[src/rtl/cpu16_pkg.sv]
// Shared cpu16 types: word type, memory arbiter state and grant encoding.
package cpu16_pkg;

   localparam int unsigned WORD_W = 16;

   typedef logic [WORD_W-1:0] word_t;

   typedef enum logic [1:0] {
      ARB_IDLE = 2'd0,
      ARB_INS  = 2'd1,
      ARB_DRD  = 2'd2,
      ARB_DWR  = 2'd3
   } arb_state_t;

   // One-hot arbitration result; all-zero means nobody is requesting.
   typedef struct packed {
      logic dwr;
      logic drd;
      logic ins;
   } arb_grant_t;

   localparam arb_grant_t GRANT_NONE = '0;

   // Busy state that services a given one-hot grant.
   function automatic arb_state_t grant_to_state(input arb_grant_t grant);
      arb_state_t st;
      st = ARB_IDLE;
      if (grant.dwr) begin
         st = ARB_DWR;
      end else if (grant.drd) begin
         st = ARB_DRD;
      end else if (grant.ins) begin
         st = ARB_INS;
      end
      return st;
   endfunction

endpackage

[src/rtl/cpu16_arb_pick.sv]
// Combinational winner selector: store > load > fetch, except that a fetch
// wins outright once data has taken MAX_DAT_RUN grants in a row over it.
module cpu16_arb_pick
   import cpu16_pkg::*;
#(
   parameter int unsigned MAX_DAT_RUN = 4
) (
   input  logic                               ins_req,
   input  logic                               drd_req,
   input  logic                               dwr_req,
   input  logic [$clog2(MAX_DAT_RUN+1)-1:0]   dat_run,
   output arb_grant_t                         grant_c
);

   localparam int unsigned RUN_W = $clog2(MAX_DAT_RUN + 1);
   localparam logic [RUN_W-1:0] RUN_MAX = RUN_W'(MAX_DAT_RUN);

   logic starved_c;

   // Fetch has been passed over the maximum number of times.
   assign starved_c = ins_req && (dat_run == RUN_MAX);

   // Priority chain producing a one-hot grant.
   always_comb begin
      grant_c = GRANT_NONE;
      if (starved_c) begin
         grant_c.ins = 1'b1;
      end else if (dwr_req) begin
         grant_c.dwr = 1'b1;
      end else if (drd_req) begin
         grant_c.drd = 1'b1;
      end else if (ins_req) begin
         grant_c.ins = 1'b1;
      end
   end

endmodule

[src/rtl/cpu16_mem_arb.sv]
// Shares one req/ack memory port between the cpu16 fetch and load/store ports.
module cpu16_mem_arb
   import cpu16_pkg::*;
#(
   parameter int unsigned MAX_DAT_RUN = 4
) (
   input  logic        clk,
   input  logic        reset_n,
   input  logic [15:0] ins_rd_addr,
   input  logic        ins_rd_req,
   output logic [15:0] ins_rd_data,
   output logic        ins_rd_rdy,
   input  logic [15:0] dat_rw_addr,
   input  logic [15:0] dat_wr_data,
   input  logic        dat_rd_req,
   input  logic        dat_wr_req,
   output logic [15:0] dat_rd_data,
   output logic        dat_rd_rdy,
   output logic        dat_wr_rdy,
   output logic [15:0] mem_addr,
   output logic [15:0] mem_wdata,
   output logic        mem_we,
   output logic        mem_req,
   input  logic [15:0] mem_rdata,
   input  logic        mem_ack
);

   localparam int unsigned RUN_W = $clog2(MAX_DAT_RUN + 1);
   localparam logic [RUN_W-1:0] RUN_MAX = RUN_W'(MAX_DAT_RUN);

   arb_state_t       state_q, state_d;
   logic [RUN_W-1:0] dat_run_q, dat_run_d;
   word_t            mem_addr_q, mem_addr_d;
   word_t            mem_wdata_q, mem_wdata_d;
   logic             mem_we_q, mem_we_d;
   logic             mem_req_q, mem_req_d;
   word_t            ins_rd_data_q, ins_rd_data_d;
   logic             ins_rd_rdy_q, ins_rd_rdy_d;
   word_t            dat_rd_data_q, dat_rd_data_d;
   logic             dat_rd_rdy_q, dat_rd_rdy_d;
   logic             dat_wr_rdy_q, dat_wr_rdy_d;
   arb_grant_t       grant_c;

   cpu16_arb_pick #(
      .MAX_DAT_RUN (MAX_DAT_RUN)
   ) u_pick (
      .ins_req (ins_rd_req),
      .drd_req (dat_rd_req),
      .dwr_req (dat_wr_req),
      .dat_run (dat_run_q),
      .grant_c (grant_c)
   );

   // Next-state, grant latching, completion capture and fairness counter.
   always_comb begin
      state_d       = state_q;
      dat_run_d     = dat_run_q;
      mem_addr_d    = mem_addr_q;
      mem_wdata_d   = mem_wdata_q;
      mem_we_d      = mem_we_q;
      mem_req_d     = mem_req_q;
      ins_rd_data_d = ins_rd_data_q;
      dat_rd_data_d = dat_rd_data_q;
      ins_rd_rdy_d  = 1'b0;
      dat_rd_rdy_d  = 1'b0;
      dat_wr_rdy_d  = 1'b0;

      case (state_q)
         ARB_IDLE: begin
            // mem_ack here belongs to nobody and is dropped.
            if (grant_c != GRANT_NONE) begin
               state_d   = grant_to_state(grant_c);
               mem_req_d = 1'b1;
               if (grant_c.ins) begin
                  mem_addr_d = ins_rd_addr;
                  mem_we_d   = 1'b0;
                  dat_run_d  = '0;
               end else begin
                  mem_addr_d = dat_rw_addr;
                  mem_we_d   = grant_c.dwr;
                  if (grant_c.dwr) begin
                     mem_wdata_d = dat_wr_data;
                  end
                  // Count only data grants that actually delay a fetch.
                  if (!ins_rd_req) begin
                     dat_run_d = '0;
                  end else if (dat_run_q != RUN_MAX) begin
                     dat_run_d = dat_run_q + RUN_W'(1);
                  end
               end
            end
         end

         ARB_INS: begin
            if (mem_ack) begin
               mem_req_d     = 1'b0;
               ins_rd_data_d = mem_rdata;
               ins_rd_rdy_d  = 1'b1;
               state_d       = ARB_IDLE;
            end
         end

         ARB_DRD: begin
            if (mem_ack) begin
               mem_req_d     = 1'b0;
               dat_rd_data_d = mem_rdata;
               dat_rd_rdy_d  = 1'b1;
               state_d       = ARB_IDLE;
            end
         end

         ARB_DWR: begin
            if (mem_ack) begin
               mem_req_d    = 1'b0;
               dat_wr_rdy_d = 1'b1;
               state_d      = ARB_IDLE;
            end
         end

         default: begin
            state_d   = ARB_IDLE;
            mem_req_d = 1'b0;
         end
      endcase
   end

   // State and output registers; reset aborts any transfer in flight.
   always_ff @(posedge clk or negedge reset_n) begin
      if (!reset_n) begin
         state_q       <= ARB_IDLE;
         dat_run_q     <= '0;
         mem_addr_q    <= '0;
         mem_wdata_q   <= '0;
         mem_we_q      <= 1'b0;
         mem_req_q     <= 1'b0;
         ins_rd_data_q <= '0;
         ins_rd_rdy_q  <= 1'b0;
         dat_rd_data_q <= '0;
         dat_rd_rdy_q  <= 1'b0;
         dat_wr_rdy_q  <= 1'b0;
      end else begin
         state_q       <= state_d;
         dat_run_q     <= dat_run_d;
         mem_addr_q    <= mem_addr_d;
         mem_wdata_q   <= mem_wdata_d;
         mem_we_q      <= mem_we_d;
         mem_req_q     <= mem_req_d;
         ins_rd_data_q <= ins_rd_data_d;
         ins_rd_rdy_q  <= ins_rd_rdy_d;
         dat_rd_data_q <= dat_rd_data_d;
         dat_rd_rdy_q  <= dat_rd_rdy_d;
         dat_wr_rdy_q  <= dat_wr_rdy_d;
      end
   end

   assign mem_addr    = mem_addr_q;
   assign mem_wdata   = mem_wdata_q;
   assign mem_we      = mem_we_q;
   assign mem_req     = mem_req_q;
   assign ins_rd_data = ins_rd_data_q;
   assign ins_rd_rdy  = ins_rd_rdy_q;
   assign dat_rd_data = dat_rd_data_q;
   assign dat_rd_rdy  = dat_rd_rdy_q;
   assign dat_wr_rdy  = dat_wr_rdy_q;

endmodule
[config.mk]
export PLATFORM = sky130hd
export DESIGN_NAME = cpu16_mem_arb
export DESIGN_NICKNAME = d
export VERILOG_FILES = /design/src/rtl/cpu16_pkg.sv /design/src/rtl/cpu16_arb_pick.sv /design/src/rtl/cpu16_mem_arb.sv
export SDC_FILE = /design/constraint.sdc
export NUM_CORES = 1
export LEC_CHECK = 0
export CAP_MARGIN = 20
export CORE_MARGIN = 2
export CORE_UTILIZATION = 37
export CTS_CLUSTER_SIZE = 8
export DETAILED_ROUTE_END_ITERATION = 12
export PLACE_DENSITY = 0.88
export RECOVER_POWER = 25
export SLEW_MARGIN = 15
export SYNTH_ARGS = -nofsm -noshare
export SYNTH_HDL_FRONTEND = slang
export SYNTH_HIERARCHICAL = 1
export SYNTH_SLANG_ARGS = --single-unit
[constraint.sdc]
create_clock -name clk -period 1.85 [get_ports clk]
set_input_delay 0.37 -clock clk [delete_from_list [all_inputs] [get_ports clk]]
set_output_delay 0.37 -clock clk [all_outputs]
set_load 0.005 [all_outputs]
### Word level (Yosys, flattened, before mapping)

Index checks and enable logic that the tools add are counted.

* register bits after elaboration: 74
* logic and storage cells: 56
* bits of input ports: 70

* add/subtract/negate cells: 1
* bitwise gates (word level): 1
* equality and inequality tests: 8
* reduce and logical (&&, ||, !) cells: 10
* multiplexer cells: 25

Operators by type and width (number)
* two-way mux 16 bit: 1
* two-way mux 1 bit: 13
* two-way mux 2 bit: 6
* two-way mux 3 bit: 3
* AND reduction 2 bit: 4
* == test 2 bit (second input constant): 2
* case mux 2 bit (2 select lines): 1
* AND reduction 4 bit: 1
* adder 3 x 1 -> 3 bit (second input constant): 1
* == test 3 bit (second input constant): 1
* != test 3 x 1 -> 1 bit (second input constant): 1
* != test 3 bit (second input constant): 1
* AND reduction 3 bit: 1
* nonzero test 3 bit: 1
* OR reduction 3 bit: 1
* == test 2 x 1 -> 1 bit (second input constant): 1
* zero test 2 bit: 1
* != test 2 x 1 -> 1 bit (second input constant): 1
* != test 2 bit (second input constant): 1
* case mux 1 bit (2 select lines): 1
* logical AND 1 bit: 1
* NOT 1 bit: 1

### Logic depth before layout (Yosys ltp)

Gate-level depths: netlist of the first run.

* depth in word-level cells: 9
* gate-level depth with buffers: 7

### Hierarchy

Netlist of the first run, hierarchy kept.

By module, submodules not included
* cpu16_mem_arb: seq. area each 1851.8 um2, times used 1, cells each 218, area an instance 2997.9 um2
* cpu16_arb_pick: seq. area each 0.0 um2, times used 1, cells each 5, area an instance 42.5 um2

### Worst setup path after synthesis of the first run

OpenSTA, ideal clock, no wires.

* path type: reg2reg
* from: register dat_run_q[0]
* to: register mem_addr_q[10], in the netlist mem_addr[10]
* slack: -10 ps
* stages on the path, launching flop included: 8
* required time: 1724 ps
* buffers on the path: 2
* arrival time: 1734 ps
* path through: dfrtp_1 > and4bb_1 > a21o_1 > or3_1 > clkbuf_1 > clkbuf_1 > a21oi_1 > a21oi_1

RTL lines
* start: declaration: line cpu16_mem_arb.sv:32 `logic [RUN_W-1:0] dat_run_q, dat_run_d;`
* start signal: assignment: line cpu16_mem_arb.sv:143 `dat_run_q <= dat_run_d;`
* end signal: assignment: line cpu16_mem_arb.sv:144 `mem_addr_q <= mem_addr_d;`
* end: declaration: line cpu16_mem_arb.sv:33 `word_t mem_addr_q, mem_addr_d;`

==> results.toml, run 1 <==
[timing]
timing.final.crit_share_pct = 98.77
hold_viol_final = 0
max_slew_margin_pct = 41.20
min_period_ps = 1827
slew_viol_final = 0
clock.fmax_mhz = 547.3
finClkSkew_ps = 9.708
setup_viol = 0
tightest_slew_ps = 881.9
finalWorstSetupSlack_ps = 22.70

[cts]
clk_pin_slew_worst_paths_ps = 80
clk_latency_ps = 340
cts.sinks = 74
cts-root-buf = "clkbuf_8"
cts_buffers = 9
clk_path_buf_depth = 2
tritoncts = "yes"
htree_levels = 3

[synth]
async_flop_share_pct = 100.0
ys_seq_elements = 74
syn_avg_cell_area_um2 = 13.63
synth_cells = 223
synth_warnings = 6
synthFlopType = "dfrtp_1"
syn_area_um2 = 3040
synth-edff-count = 0
synthDistinctLibCells = 29
synth-seq-area-share_pct = 60.91
synth_nets = 295

[die]
rows = 33
pin_count = 139
die_h_um = 94.65
dieArea_um2 = 8959
core-area_um2 = 8093
start_util_pct = 37.57
die_w_um = 94.65

[detailed_routing]
wl_per_cell_um = 16.19
ant_nets = 0
drc = 0
wirelength_mm = 8.014
viasPerCell = 4.861
routed-via-count = 2406
drtIter0Drc = 75
first_pass_iters = 4

[setup_path]
r2r_cells = 6
crit_type = "reg -> reg"
cp_slowest_stage_delay_ps = 400
required_ps = 2070
end_kind = "register"
crit_top_cell = "a21oi_1"
cp_slowest_cell = "dfrtp_1"
crit_chain = "and4bb_2, a21o_4, or3_4, clkbuf_16, a21oi_1, a21oi_1"
r2r_slack_ps = 20
crit_path_start_kind = "register"
worstPathMaxFanout = 8
critical_path.startpoint = "dat_run_q[2]"
r2r_end = "mem_addr[6]"
arrival_ps = 2050
r2r-start = "dat_run_q[2]"

[min_path]
min_path_cells = 1
hold-path-endpoint = "dat_rd_data[15]"
worstHoldStart = "dat_rd_data[15]"
hp-class = "reg -> reg"

[global_routing]
grt_pass1_vias = 2433
grt_usage_pct = 16.93
antenna_found_initial = 0
grt_pass1_wl_mm = 11.59
grt_max_degree = 41
grt_overflow = 0

[place]
port_buffers = 138
hpwl_mm = 5.573
dp_slack_ps = -421.1
place.gp.congestion = 0.9335

[final_layout]
n_antenna_cell = 0
post_route_cells_drive_above_1_share_pct = 26.67
nets = 458
mostFrequentLayoutCells = "clkdlybuf4s50_1, dfrtp_1, mux2_2, a21oi_1"
syn2layout_area_growth_pct = 63.91
layout_commonest_cell = "clkdlybuf4s50_1"

[power_and_ir_drop]
ir_worst_vdd_uv = 752.5
p_total_mw = 7.587
p_per_area_nw_per_um2 = 1522
power.leakage_nw = 2.076

[outcome]
outcome = "complete, no violations"

[run]
drv_cap = 0
-- state kept, by name, indices dropped and copies added, names as in the netlist --
register / flops
mem_req: 1
ins_rd_rdy: 1
dat_rd_rdy: 1
mem_wdata: 16
dat_rd_data: 16
dat_wr_rdy: 1
mem_we: 1
mem_addr: 16
ins_rd_data: 16
state_q: 2
dat_run_q: 3
-- layout make-up --
class,count,area [um2]
fillers,652,3109
inverters,8,30.03
clock buffers,9,123.9
flip-flops and latches,74,1852
well taps,105,131.4
repair buffers,162,1622
multi-input cells,131,1181
clock inverters,6,43.79
-- worst max-delay path, delay by kind of cell, from the launching register on --
kind            cells  cell delay, ps
buf+inv             1             190
flops               1             400
compound gates      3             450
simple gates        2             670
-- worst max-delay path by stage --
| stage | slack [ps] | depth (start not counted) | endpoint |
|---|---|---|---|
| global placement | -350 | 7 | mem_req |
| floorplan | 10 | 7 | mem_addr[10] |
| detailed placement | -420 | 7 | mem_req |
| finish | 20 | 6 | mem_addr[6] |
| CTS | 5 | 7 | mem_addr[8] |
| global route | -20 | 6 | mem_addr[6] |
-- power by group --
group	total [mW]	internal [mW]	switching, mW
Combinational	3.64	2.35	1.29
Clock	1.07	0.480	0.593
Sequential	2.88	2.42	0.457
-- cell usage after synthesis, types with 2 or more instances --
cell | n | area [um2]
buf_2 | 6 | 30.03
a21oi_1 | 34 | 170.2
o21ai_0 | 3 | 15.01
inv_1 | 8 | 30.03
nor2_1 | 3 | 11.26
clkbuf_1 | 3 | 11.26
o31ai_1 | 4 | 30.03
nand2_1 | 3 | 11.26
mux2i_1 | 16 | 160.2
nor2b_1 | 2 | 12.51
ha_1 | 2 | 25.02
dfrtp_1 | 74 | 1852
nand3_1 | 2 | 10.01
mux2_2 | 48 | 540.5
-- layer usage --
metal / global-route usage [%] / wire length (um) / up-vias
met5: 0 / 0 / -
met4: 3.865 / 17 / 0
li1: - / - / 1121
met1: 20.26 / 3182 / 1208
met3: 6.145 / 505 / 2
met2: 29.20 / 4309 / 75
-- stage by stage --
stage                     instance area [um2]  std cells  util [%]  setup TNS [ps]  hold WS (ps)
after floorplan                          3044        223         -               0         74.41
after global placement                   4686        474     57.90          -11050         340.2
after detailed placement                 4686        474     57.90          -12400         357.8
after CTS                                4877        490     60.27               0         510.3
after global routing                     4984        495     61.58          -19.94         523.5
final                                    4984        495     61.58               0         506.7
-- what timing repair did --
action                                  CTS  global route
endpoints found under the hold margin    34             0
cloned                                    0             1
pin swaps                                 0             2
setup buffers                             0             4
hold buffers                              1             0
resized for setup                         3            20
endpoints found under the setup margin   17            35
-- kinds of logic after synthesis --
logic type | Yosys count | synth area share, %
adder cells (fa/ha/maj) | 2 | 0.8229
buffers and inverters | 18 | 2.716
AO/OA/AOI/OAI | 45 | 8.025
AND/OR/NAND/NOR | 20 | 4.486
flip-flops | 74 | 60.91
multiplexers | 64 | 23.05
No activity file was read; power rests on OpenSTA's default activity.
==> run 2: changes to the inputs <==
--- a/config.mk
+++ b/config.mk
@@ -10,6 +10,7 @@
 export CORE_UTILIZATION = 37
 export CTS_CLUSTER_SIZE = 8
 export DETAILED_ROUTE_END_ITERATION = 12
+export GPL_ROUTABILITY_DRIVEN = 0
 export PLACE_DENSITY = 0.88
 export RECOVER_POWER = 25
 export SLEW_MARGIN = 15
==> results of run 2 <==
Same layout as run 1: the final DEF is identical, and so are final timing and power.
